--- src/rtl/shift_cmd_seq.sv ---
// Command sequencer feeding the 8-bit shift register: buffers {op, din, cnt}
// commands in a small FIFO and replays each op for max(cnt,1) consecutive cycles.
module shift_cmd_seq #(
    parameter int DEPTH = 4,
    parameter int CNT_W = 4
) (
    input  logic                       clk,
    input  logic                       rst,
    input  logic                       cmd_valid,
    output logic                       cmd_ready,
    input  logic [2:0]                 cmd_op,
    input  logic [7:0]                 cmd_din,
    input  logic [CNT_W-1:0]           cmd_cnt,
    output logic [2:0]                 op_out,
    output logic [7:0]                 din_out,
    output logic                       busy,
    output logic                       done,
    output logic [$clog2(DEPTH):0]     level
);

    localparam int PTR_W = $clog2(DEPTH);
    localparam int LVL_W = PTR_W + 1;
    localparam logic [LVL_W-1:0] FULL_LVL = LVL_W'(DEPTH);

    typedef enum logic [0:0] {
        ST_IDLE = 1'b0,
        ST_RUN  = 1'b1
    } state_t;

    logic [2:0]        mem_op_q  [DEPTH];
    logic [7:0]        mem_din_q [DEPTH];
    logic [CNT_W-1:0]  mem_cnt_q [DEPTH];

    logic [PTR_W-1:0]  wr_ptr_q;
    logic [PTR_W-1:0]  rd_ptr_q;
    logic [LVL_W-1:0]  count_q;
    logic [LVL_W-1:0]  count_d;

    state_t            state_q;
    logic [CNT_W-1:0]  remain_q;
    logic [2:0]        op_out_q;
    logic [7:0]        din_out_q;
    logic              busy_q;
    logic              done_q;

    logic              empty_s;
    logic              full_s;
    logic              push_s;
    logic              pop_s;
    logic              last_s;
    logic [2:0]        head_op_s;
    logic [7:0]        head_din_s;
    logic [CNT_W-1:0]  head_rem_s;

    // FIFO status, handshake and head-of-queue decode
    always_comb begin
        empty_s    = (count_q == {LVL_W{1'b0}});
        full_s     = (count_q == FULL_LVL);
        push_s     = cmd_valid && !full_s;
        last_s     = (remain_q == {CNT_W{1'b0}});
        pop_s      = !empty_s && ((state_q == ST_IDLE) || ((state_q == ST_RUN) && last_s));
        head_op_s  = mem_op_q[rd_ptr_q];
        head_din_s = mem_din_q[rd_ptr_q];
        if (mem_cnt_q[rd_ptr_q] == {CNT_W{1'b0}}) begin
            head_rem_s = {CNT_W{1'b0}};
        end else begin
            head_rem_s = mem_cnt_q[rd_ptr_q] - CNT_W'(1);
        end
    end

    // Occupancy next state; a simultaneous push and pop leaves it unchanged
    always_comb begin
        case ({push_s, pop_s})
            2'b10:   count_d = count_q + LVL_W'(1);
            2'b01:   count_d = count_q - LVL_W'(1);
            default: count_d = count_q;
        endcase
    end

    // FIFO pointers and occupancy; pointers wrap naturally at DEPTH
    always_ff @(posedge clk) begin
        if (rst) begin
            wr_ptr_q <= {PTR_W{1'b0}};
            rd_ptr_q <= {PTR_W{1'b0}};
            count_q  <= {LVL_W{1'b0}};
        end else begin
            if (push_s) begin
                wr_ptr_q <= wr_ptr_q + PTR_W'(1);
            end
            if (pop_s) begin
                rd_ptr_q <= rd_ptr_q + PTR_W'(1);
            end
            count_q <= count_d;
        end
    end

    // FIFO storage; contents are don't-care until the pointers cover them
    always_ff @(posedge clk) begin
        if (push_s) begin
            mem_op_q[wr_ptr_q]  <= cmd_op;
            mem_din_q[wr_ptr_q] <= cmd_din;
            mem_cnt_q[wr_ptr_q] <= cmd_cnt;
        end
    end

    // Issue FSM with registered outputs; done is set together with the last issue cycle
    always_ff @(posedge clk) begin
        if (rst) begin
            state_q   <= ST_IDLE;
            remain_q  <= {CNT_W{1'b0}};
            op_out_q  <= 3'b000;
            din_out_q <= 8'h00;
            busy_q    <= 1'b0;
            done_q    <= 1'b0;
        end else begin
            case (state_q)
                ST_IDLE: begin
                    if (pop_s) begin
                        state_q   <= ST_RUN;
                        remain_q  <= head_rem_s;
                        op_out_q  <= head_op_s;
                        din_out_q <= head_din_s;
                        busy_q    <= 1'b1;
                        done_q    <= (head_rem_s == {CNT_W{1'b0}});
                    end else begin
                        state_q   <= ST_IDLE;
                        remain_q  <= {CNT_W{1'b0}};
                        op_out_q  <= 3'b000;
                        din_out_q <= 8'h00;
                        busy_q    <= 1'b0;
                        done_q    <= 1'b0;
                    end
                end
                ST_RUN: begin
                    if (!last_s) begin
                        state_q  <= ST_RUN;
                        remain_q <= remain_q - CNT_W'(1);
                        busy_q   <= 1'b1;
                        done_q   <= (remain_q == CNT_W'(1));
                    end else if (pop_s) begin
                        state_q   <= ST_RUN;
                        remain_q  <= head_rem_s;
                        op_out_q  <= head_op_s;
                        din_out_q <= head_din_s;
                        busy_q    <= 1'b1;
                        done_q    <= (head_rem_s == {CNT_W{1'b0}});
                    end else begin
                        state_q   <= ST_IDLE;
                        remain_q  <= {CNT_W{1'b0}};
                        op_out_q  <= 3'b000;
                        din_out_q <= 8'h00;
                        busy_q    <= 1'b0;
                        done_q    <= 1'b0;
                    end
                end
                default: begin
                    state_q   <= ST_IDLE;
                    remain_q  <= {CNT_W{1'b0}};
                    op_out_q  <= 3'b000;
                    din_out_q <= 8'h00;
                    busy_q    <= 1'b0;
                    done_q    <= 1'b0;
                end
            endcase
        end
    end

    assign cmd_ready = !full_s;
    assign op_out    = op_out_q;
    assign din_out   = din_out_q;
    assign busy      = busy_q;
    assign done      = done_q;
    assign level     = count_q;

endmodule

--- config.mk ---
export PLATFORM = sky130hd
export DESIGN_NAME = shift_cmd_seq
export DESIGN_NICKNAME = d
export VERILOG_FILES = /design/src/rtl/shift_cmd_seq.sv
export SDC_FILE = /design/constraint.sdc
export NUM_CORES = 1
export LEC_CHECK = 0
export BUFFER_PORTS_ARGS = -buffer_cell sky130_fd_sc_hd__buf_4
export CAP_MARGIN = 20
export CORE_UTILIZATION = 45
export CTS_BUF_LIST = sky130_fd_sc_hd__clkbuf_2 sky130_fd_sc_hd__clkbuf_4 sky130_fd_sc_hd__clkbuf_8
export CTS_CLUSTER_DIAMETER = 60
export DETAILED_ROUTE_END_ITERATION = 16
export SLEW_MARGIN = 5
export SYNTH_ARGS = -nofsm -noshare
export SYNTH_HDL_FRONTEND = slang
export SYNTH_SLANG_ARGS = --single-unit
--- constraint.sdc ---
create_clock -name clk -period 4.65 [get_ports clk]
set_input_delay 0.93 -clock clk [delete_from_list [all_inputs] [get_ports clk]]
set_output_delay 0.93 -clock clk [all_outputs]
set_load 0.03 [all_outputs]
# Word level (Yosys, flattened, before mapping)
# Memories as Yosys holds them, arrays and structs flattened. A register that Yosys moved wholly into a read port is not among the register bits.
# Index checks and enable logic that the tools add are counted.
[totals]
regBits = 24
ram_bits = 60
output_inout_bits = 17
wordCells = 59
memories = 3
[mem_list]
columns = ["name", "depth", "width", "rd", "rd_ports_with_merged_regs", "wr", "line_no", "rtl"]
rows = [
  ["mem_din_q", 4, 8, 1, 1, 1, "31", "logic [7:0] mem_din_q [DEPTH];"],
  ["mem_cnt_q", 4, 4, 1, 1, 1, "32", "logic [CNT_W-1:0] mem_cnt_q [DEPTH];"],
  ["mem_op_q", 4, 3, 1, 1, 1, "30", "logic [2:0] mem_op_q [DEPTH];"],
]
[op_classes]
add_sub_neg = 6
eq_ne = 5
n_mux = 25
bitwise_logic = 1
reduce_logical = 11
[ops]
columns = ["operator", "n"]
rows = [
  ["two-way mux 8 bit", 2],
  ["case mux 8 bit (2 select lines)", 1],
  ["logical NOT 4 bit", 3],
  ["two-way mux 2 bit", 6],
  ["two-way mux 4 bit", 3],
  ["case mux 3 bit (2 select lines)", 2],
  ["case mux 4 bit (2 select lines)", 1],
  ["subtractor 4 x 1 -> 4 bit, second input constant", 2],
  ["two-way mux 1 bit", 6],
  ["two-way mux 3 bit", 2],
  ["adder 2 x 1 -> 2 bit, second input constant", 2],
  ["== test 4 x 1 -> 1 bit, second input constant", 1],
  ["case mux 1 bit (2 select lines)", 2],
  ["adder 3 x 1 -> 3 bit, second input constant", 1],
  ["== test 3 bit, second input constant", 1],
  ["logical AND 1 bit", 3],
  ["logical NOT 3 bit", 1],
  ["subtractor 3 x 1 -> 3 bit, second input constant", 1],
  ["== test 2 x 1 -> 1 bit, second input constant", 1],
  ["== test 2 bit, second input constant", 1],
  ["logical NOT 1 bit", 2],
  ["!= test 2 x 1 -> 1 bit, second input constant", 1],
  ["nonzero test 2 bit", 1],
  ["logical OR 1 bit", 1],
  ["NOT 1 bit", 1],
]

# Longest topological paths before layout
# Gate-level depths: netlist of run 1.
[depth]
ltp_word = 7
ltp_mapped = 11
depth_no_buf = 10

# Worst setup path after synthesis of run 1
# No wires, ideal clock.
[synth_timing]
kind = "flip-flop to flip-flop"
from = "register remain_q[0]"
to = "register count_q[2], in the netlist level[2]"
setup_ns = 0.070
arrival_time_ns = 2.639
t_required_ns = 4.580
setup_slack_ns = 1.942
stages_incl_launch_ff = 12
n_path_buf = 1
period_less_slack_ns = 2.708
cell_sequence = "dfxtp_1 > inv_1 > ha_1 > or3b_4 > a21oi_2 > buf_2 > ha_1 > inv_1 > fa_1 > xor2_1 > or3_1 > a21oi_1"
[synth_between]
elab_chain_len = 6
[synth_rtl]
columns = ["item", "line_no", "rtl"]
rows = [
  ["from (decl)", "40", "logic [CNT_W-1:0] remain_q;"],
  ["from (signal assigned)", "110", "remain_q <= {CNT_W{1'b0}};"],
  ["from (signal assigned)", "120", "remain_q <= head_rem_s;"],
  ["from (signal assigned)", "127", "remain_q <= {CNT_W{1'b0}};"],
  ["logical NOT 4 bit *", "60", "last_s = (remain_q == {CNT_W{1'b0}});"],
  ["logical AND 1 bit *", "61", "pop_s = !empty_s && ((state_q == ST_IDLE) || ((state_q == ST_RUN) && last_s));"],
  ["logical OR 1 bit *", "61", ""],
  ["logical AND 1 bit *", "61", ""],
  ["net pop_s", "49", "logic pop_s;"],
  ["== test 2 x 1 -> 1 bit / == test 2 bit (equally long branches)", "73", "case ({push_s, pop_s})"],
  ["case mux 3 bit (2 select lines) / nonzero test 2 bit (equally long branches)", "n/a", ""],
  ["to (signal assigned)", "85", "count_q <= {LVL_W{1'b0}};"],
  ["to (signal assigned)", "93", "count_q <= count_d;"],
  ["to (decl)", "36", "logic [LVL_W-1:0] count_q;"],
]
# The timed path passes the listed nets; every way through them passes the cells marked *.
# A chain may end at the register's enable or synchronous reset.

# Worst setup path in the final report of run 1
[layout_timing]
from = "register remain_q[0]"
to = "register count_q[2], in the netlist level[2]"
[layout_between]
elab_chain_len = 6
[layout_rtl]
columns = ["item", "line_no"]
rows = [
  ["logical NOT 4 bit *", "60"],
  ["logical AND 1 bit *", "61"],
  ["logical OR 1 bit *", "61"],
  ["logical AND 1 bit *", "61"],
  ["== test 2 x 1 -> 1 bit / == test 2 bit (equally long branches)", "73"],
  ["case mux 3 bit (2 select lines) / nonzero test 2 bit (equally long branches)", "n/a"],
]
# Mark *: on every way between the ends. The rest lies on a longest branch, timed or not.

==> results.md, run 1 <==
- Outcome: complete, no violations
- Sequential share of the synthesized area: 69.2%
- Grt ovf: 0
- Pwr/cell area: just under 600 nW/um^2
- Final Hold Fails: 0
- Clk sinks: 86
- DR iter-0 viols: 113
- Worst EP arrival: ~3.4 ns
- Critical Path Sink Type: flip-flop
- GRT Resource Usage Total: 16.5%
- Chip height: 88.4 microns
- Initial Util: 46.5%
- HPWL Detailed: 3590 microns
- Placed cell areas: around 3700 sq um
- CTS tree: done
- Gp weighted congestion: 0.672
- Die W: 88.4 microns
- Dominant synthesized flop cell: edfxtp_1
- Vias in the first global route: 1,846
- Post-synthesis async set-or-reset flop share: 0%
- Routed Antenna Nets: 0
- P&R area growth vs syn: 17.1%
- Largest net degree at the start of global routing: 25
- IO buf count: 34
- Max FO, Critical Path: 17
- Share of layout cells above drive strength 1: around 28%
- Gate Count Post-Synth: 210
- DR WL/cell: approximately 16 microns
- Static Leak: 1.41 nW
- Via count: approximately 1,800
- Synthesized Nets: 237
- RSZ-0062 raised after global routing: false
- CTS Hold Bufs: 0
- Total Routed Length: approximately 5800 microns
- Worst Clk Skew: 0.0123 ns
- Skew-Pair Late Insertion Delay: 0.34 ns
- Global-route wire length before repair: 9170 microns
- Net Switching: 0.741 mW
- Number of synthesized flops with an enable pin: 60
- Via/cell ratio: slightly above 5
- Design Area, Final: roughly 3900 sq um
- Flop-to-flop setup slack: 1.58 ns
- Area contributors post-synth: edfxtp_1 54%, dfxtp_1 15%, mux4_2 10%
- Post-cts resize count: 0
- Synth warn: 0
- Cell area after synthesis: roughly 3400 sq um
- Top achievable clock speed: 0.325 GHz
- Worst Setup Path Type: flip-flop to flip-flop
- Final nets: 275
- Clock-pin slew on the worst setup and hold paths: 0.08 ns
- Hold Slack: 0.508 ns
- Ports: 35
- First-pass iteration count of the detailed router: 4
- Total CTS buffers: 9
- Clk buf depth: 2
- Synth area leader: edfxtp_1
- Clock root cell: clkbuf_8
- Post-route setup TNS: 0 ns
- FP Rows: 31
- Switch share: 31.9%
- Most instantiated library cell after synthesis: edfxtp_1
- Number of antenna violations at the first check in global routing: 0
- Full die area: 7810 sq um
- Synth Register Bits: 86
- Hold Crit Class: flip-flop to flip-flop
- Mean Syn Cell Area: 16.0 sq um
- Setup-failing EPs final: 0
- Crit share post-route: 66.1%
- Crit Reg-Reg Startpoint: remain_q[0]$_SDFF_PP0_
- Worst Hold Launch: wr_ptr_q[1]$_SDFFE_PP0P_
- Max-slew violations: 0
- ANT cells: 0
- Worst slew margin: 39.2%
- P_int: between 1.5 and 2 mW
- Worst setup path startpoint: remain_q[0]$_SDFF_PP0_
- Clock power share: 24.9%
- Worst setup SP type: flip-flop
- Slew @ Worst Pin: 0.911 ns
- Post CTS Setup Buffer Count: 0
- Worst VDD drop: 278 uV
- Synth cell count leaders: 60 x edfxtp_1, 26 x dfxtp_1, 18 x nor2_1
- Gate power share: 30.5%
- Max Cap Viol: 0
- WP data required: around 4.9 ns
- Fin crit period: just over 3 ns
- DRC violations left: 0
- Seq pwr share: 44.6%
- H-tree depth: 3
- CORE AREA: around 7000 sq um
- Top-area cell type share of the netlist area: 53.7%
- Synth unique cells: 38
==> registers in the layout, indices dropped and copies added, names as in the netlist, named ones only <==
signal     cells
busy           1
din_out        8
done           1
level          3
mem_cnt_q     16
mem_din_q     32
mem_op_q      12
op_out         3
rd_ptr_q       2
remain_q       4
wr_ptr_q       2
==> path summary, 6_finish.rpt <==
| path | end | depth (start not counted) |
|---|---|---|
| worst min register to register | wr_ptr_q[1]$_SDFFE_PP0P_ | 2 |
| worst min-delay path | wr_ptr_q[1]$_SDFFE_PP0P_ | 2 |
| worst max register to register | level[2]$_SDFFE_PP0P_ | 10 |
| worst max-delay path | level[2]$_SDFFE_PP0P_ | 10 |
==> kinds of logic (layout without fill, tap and decap cells) <==
logic type / Yosys count / in the layout / synth area share, %
compound gates: 28 / 28 / 5.78
xor+xnor: 6 / 6 / 1.56
fa+ha+maj: 9 / 9 / 3.58
buf+inv: 20 / 63 / 2.38
flops: 86 / 86 / 69.2
mux: 16 / 16 / 10.4
simple gates: 45 / 45 / 7.15
==> stage by stage <==
stage	setup slack [ns]	util, %	total power, mW	instances
2_1_floorplan	1.94	-	1.57	210
3_3_place_gp	1.67	51.4	1.76	336
3_5_place_dp	1.58	51.4	1.77	336
4_1_cts	1.56	54.5	2.35	352
5_1_grt	1.35	54.5	2.46	352
6_report	1.58	54.5	2.32	352
==> critical path, stage by stage (launching register included) <==
cell and delay, ns:
dfxtp_1 0.34, inv_1 0.08, ha_1 0.20, or3b_4 0.42
a21oi_2 0.65, ha_1 0.31, inv_1 0.06, fa_1 0.37
xor2_1 0.15, or3_1 0.30, a21oi_1 0.13
==> power by group through the flow <==
stage          logic, mW  clock network [mW]  registers (mW)
2_1_floorplan      0.458                   0            1.11
3_3_place_gp       0.709                   0            1.05
3_5_place_dp       0.718                   0            1.05
4_1_cts            0.720               0.590            1.04
5_1_grt            0.791               0.619            1.05
6_report           0.708               0.578            1.04
==> cells in the final DEF, fill, tap and decap left out, types with 2 or more instances in the layout <==
cell,count
a21oi_1,8
a22oi_1,11
and3_1,5
buf_4,35
bufinv_16,2
clkbuf_4,2
clkbuf_8,9
clkinv_4,2
dfxtp_1,26
edfxtp_1,60
ha_1,8
inv_1,12
mux4_2,15
nand2_1,5
nand2b_1,2
nand3b_1,3
nor2_1,18
nor3_1,2
o21ai_0,2
xnor2_1,4
xor2_1,2
==> layer usage <==
| layer | vias up | GRT usage [%] | wire length [microns] |
|---|---|---|---|
| met5 | - | 0 | 0 |
| li1 | 870 | - | - |
| met4 | 0 | 7.04 | 17 |
| met2 | 26 | 27.2 | 2860 |
| met3 | 2 | 3.26 | 138 |
| met1 | 873 | 21.5 | 2760 |
==> cell type report <==
cell class | instances | area (sq um)
clock buffer | 11 | 139
clock inverter | 5 | 85.1
fill | 600 | 3280
inverter | 12 | 45.0
multi-input combinational | 104 | 956
sequential | 86 | 2320
tap | 99 | 124
timing repair buffer | 35 | 263
Power figures use the tool's default switching activity.
==> run 2, diff against run 1 <==
PLACE_DENSITY = 0.66   (was default)
clock period = 2.6 ns   (was 4.65 ns; I/O delays follow)
==> results.md, run 2 (same netlist as run 1, synthesis figures left out) <==
- Vias in the first global route: 1,884 (was 1,846)
- DR iter-0 viols: 131 (was 113)
- Design Area, Final: 4050 sq um (was 3930 sq um)
- Via/cell ratio: 5.23 (was 5.03)
- DR WL/cell: 16.2 microns (was 16.4 microns)
- Via count: 1,898 (was 1,771)
- CTS Hold Bufs: 0 (unchanged)
- Seq pwr share: 42.2% (was 44.6%)
- Grt ovf: 0 (unchanged)
- Slew @ Worst Pin: 0.345 ns (was 0.911 ns)
- Pwr/cell area: 1080 nW/um^2 (was 590 nW/um^2)
- Largest net degree at the start of global routing: 25 (unchanged)
- Die W: 88.4 microns (unchanged)
- Max FO, Critical Path: 4 (was 17)
- Most common cell after layout, fill and taps aside: edfxtp_1 (unchanged)
- Max reg flops: 32 (unchanged)
- Full die area: 7810 sq um (unchanged)
- P_int: 2.99 mW (was 1.58 mW)
- WP data required: 2.88 ns (was 4.92 ns)
- H-tree depth: 3 (unchanged)
- Outcome: complete, no violations (unchanged)
- Switch share: 31.6% (was 31.9%)
- Gp weighted congestion: 0.757 (was 0.672)
- Share of layout cells above drive strength 1: 31.8% (was 28.1%)
- Worst EP arrival: 2.74 ns (was 3.35 ns)
- Clock power share: 25.7% (was 24.9%)
- GRT Resource Usage Total: 16.6% (was 16.5%)
- Worst Setup Path Type: flip-flop to flip-flop (unchanged)
- First-pass iteration count of the detailed router: 4 (unchanged)
- Max-slew violations: 0 (unchanged)
- HPWL Detailed: 3730 microns (was 3590 microns)
- Largest Register: mem_din_q (unchanged)
- Footprint of the multi-input gates: 971 sq um (was 956 sq um)
- Post-route setup TNS: 0 ns (unchanged)
- Worst VDD drop: 512 uV (was 278 uV)
- Fillers: 608 (was 600)
- Final nets: 286 (was 275)
- Critical Path Sink Type: flip-flop (unchanged)
- Routed Antenna Nets: 0 (unchanged)
- Worst slew margin: 76.9% (was 39.2%)
- Dpl cells: 345 (was 336)
- Ports: 35 (unchanged)
- Placed cell areas: 3790 sq um (was 3710 sq um)
- Initial Util: 46.5% (unchanged)
- IO buf count: 34 (unchanged)
- Clock-pin slew on the worst setup and hold paths: 0.09 ns (was 0.08 ns)
- CORE AREA: 7210 sq um (unchanged)
- Clk buf depth: 2 (unchanged)
- Chip height: 88.4 microns (unchanged)
- RSZ-0062 raised after global routing: false (unchanged)
- Cell Count, Final, Fillers Out: 363 (was 352)
- Total Routed Length: 5870 microns (was 5770 microns)
- Clock root cell: clkbuf_8 (unchanged)
- Number of antenna violations at the first check in global routing: 0 (unchanged)
- Most frequent cells in the layout: 60 x edfxtp_1, 46 x buf_4, 26 x dfxtp_1 (was 60 x edfxtp_1, 35 x buf_4, 26 x dfxtp_1)
- Total CTS buffers: 9 (unchanged)
- Crit share post-route: 94.9% (was 66.1%)
- Top achievable clock speed: 0.405 GHz (was 0.325 GHz)
- Worst setup SP type: flip-flop (unchanged)
- Gate power share: 32.1% (was 30.5%)
- Total power draw: 4.37 mW (was 2.32 mW)
- Max Cap Viol: 0 (unchanged)
- Final Hold Fails: 0 (unchanged)
- Hold Crit Class: primary input to flip-flop (was flip-flop to flip-flop)
- DRC violations left: 0 (unchanged)
- P&R area growth vs syn: 20.6% (was 17.1%)
- Global-route wire length before repair: 9230 microns (was 9170 microns)
- CTS tree: done (unchanged)
- Largest registers: mem_din_q (32), mem_cnt_q (16), mem_op_q (12) (unchanged)
- ANT cells: 0 (unchanged)
- Clk sinks: 86 (unchanged)
- Sequential cell area: 2320 sq um (unchanged)
- Fin crit period: 2.47 ns (was 3.07 ns)
- Skew-Pair Late Insertion Delay: 0.35 ns (was 0.34 ns)
- Worst Clk Skew: 0.0103 ns (was 0.0123 ns)
- Net Switching: 1.38 mW (was 0.741 mW)
- FP Rows: 31 (unchanged)
- Dpl ws: 0.138 ns (was 1.58 ns)
- Static Leak: 1.48 nW (was 1.41 nW)
- Setup ws final: 0.134 ns (was 1.58 ns)
- Setup-failing EPs final: 0 (unchanged)
==> run 2: cell count changes in the layout (fill, tap and decap cells not counted), sizes merged <==
cell and delta:
clkinv -1, clkbuf -2, bufinv +1, inv +2
buf +11
==> run 2: final timing paths <==
path / from / to / slack (ns) / cells past startpoint
worst max register to register: remain_q[0]$_SDFF_PP0_ / level[2]$_SDFFE_PP0P_ / 0.13 / 10
worst min register to register: wr_ptr_q[1]$_SDFFE_PP0P_ / wr_ptr_q[1]$_SDFFE_PP0P_ / 0.51 / 2
worst max-delay path: remain_q[0]$_SDFF_PP0_ / level[2]$_SDFFE_PP0P_ / 0.13 / 10
worst min-delay path: cmd_cnt[1] / mem_cnt_q[2][1]$_DFFE_PP_ / 0.37 / 1
==> run 2: stage by stage <==
stage                     hold WS [ns]  util, %
after global routing             0.354     56.1
after floorplan                  0.469        -
final                            0.367     56.1
after global placement           0.498     52.5
after CTS                        0.352     55.9
after detailed placement         0.499     52.5
==> run 2: cell type report <==
class / count / area share, %
Timing Repair Buffer: 46 / 8.53
Multi-Input combinational cell: 104 / 24.0
Clock inverter: 7 / 2.93
Inverter: 12 / 1.11
Sequential cell: 86 / 57.3
Clock buffer: 9 / 3.06
Tap cell: 99 / 3.06
==> run 2: power by group through the flow <==
stage | Sequential, mW | Clock, mW | Combinational (mW)
after global placement | 1.87 | 0 | 1.36
after detailed placement | 1.88 | 0 | 1.37
final | 1.84 | 1.12 | 1.40
after CTS | 1.85 | 1.15 | 1.38
after global routing | 1.87 | 1.20 | 1.54
after floorplan | 1.99 | 0 | 0.843
==> run 2: routing by layer <==
layer  track usage, %  vias to the layer above  wire, microns
li1                 -                      897              -
met1             21.5                      950           2640
met2             26.7                       42           2890
met3             3.17                        9            213
met4             9.09                        0            130
met5                0                        -              0
==> run 2: worst max-delay path: stages, from the launching register on <==
cell and delay (ns):
dfxtp_1 0.34, inv_1 0.09, ha_2 0.19, or3b_4 0.41
a21oi_4 0.14, ha_2 0.19, inv_1 0.05, fa_1 0.37
xor2_1 0.15, or3_1 0.31, a21oi_1 0.14
==> run 2: timing repair <==
item | 4_1_cts | 5_1_grt
setup buffers | 0 | 2
setup endpoints to repair | 0 | 1
gates resized for setup | 0 | 2
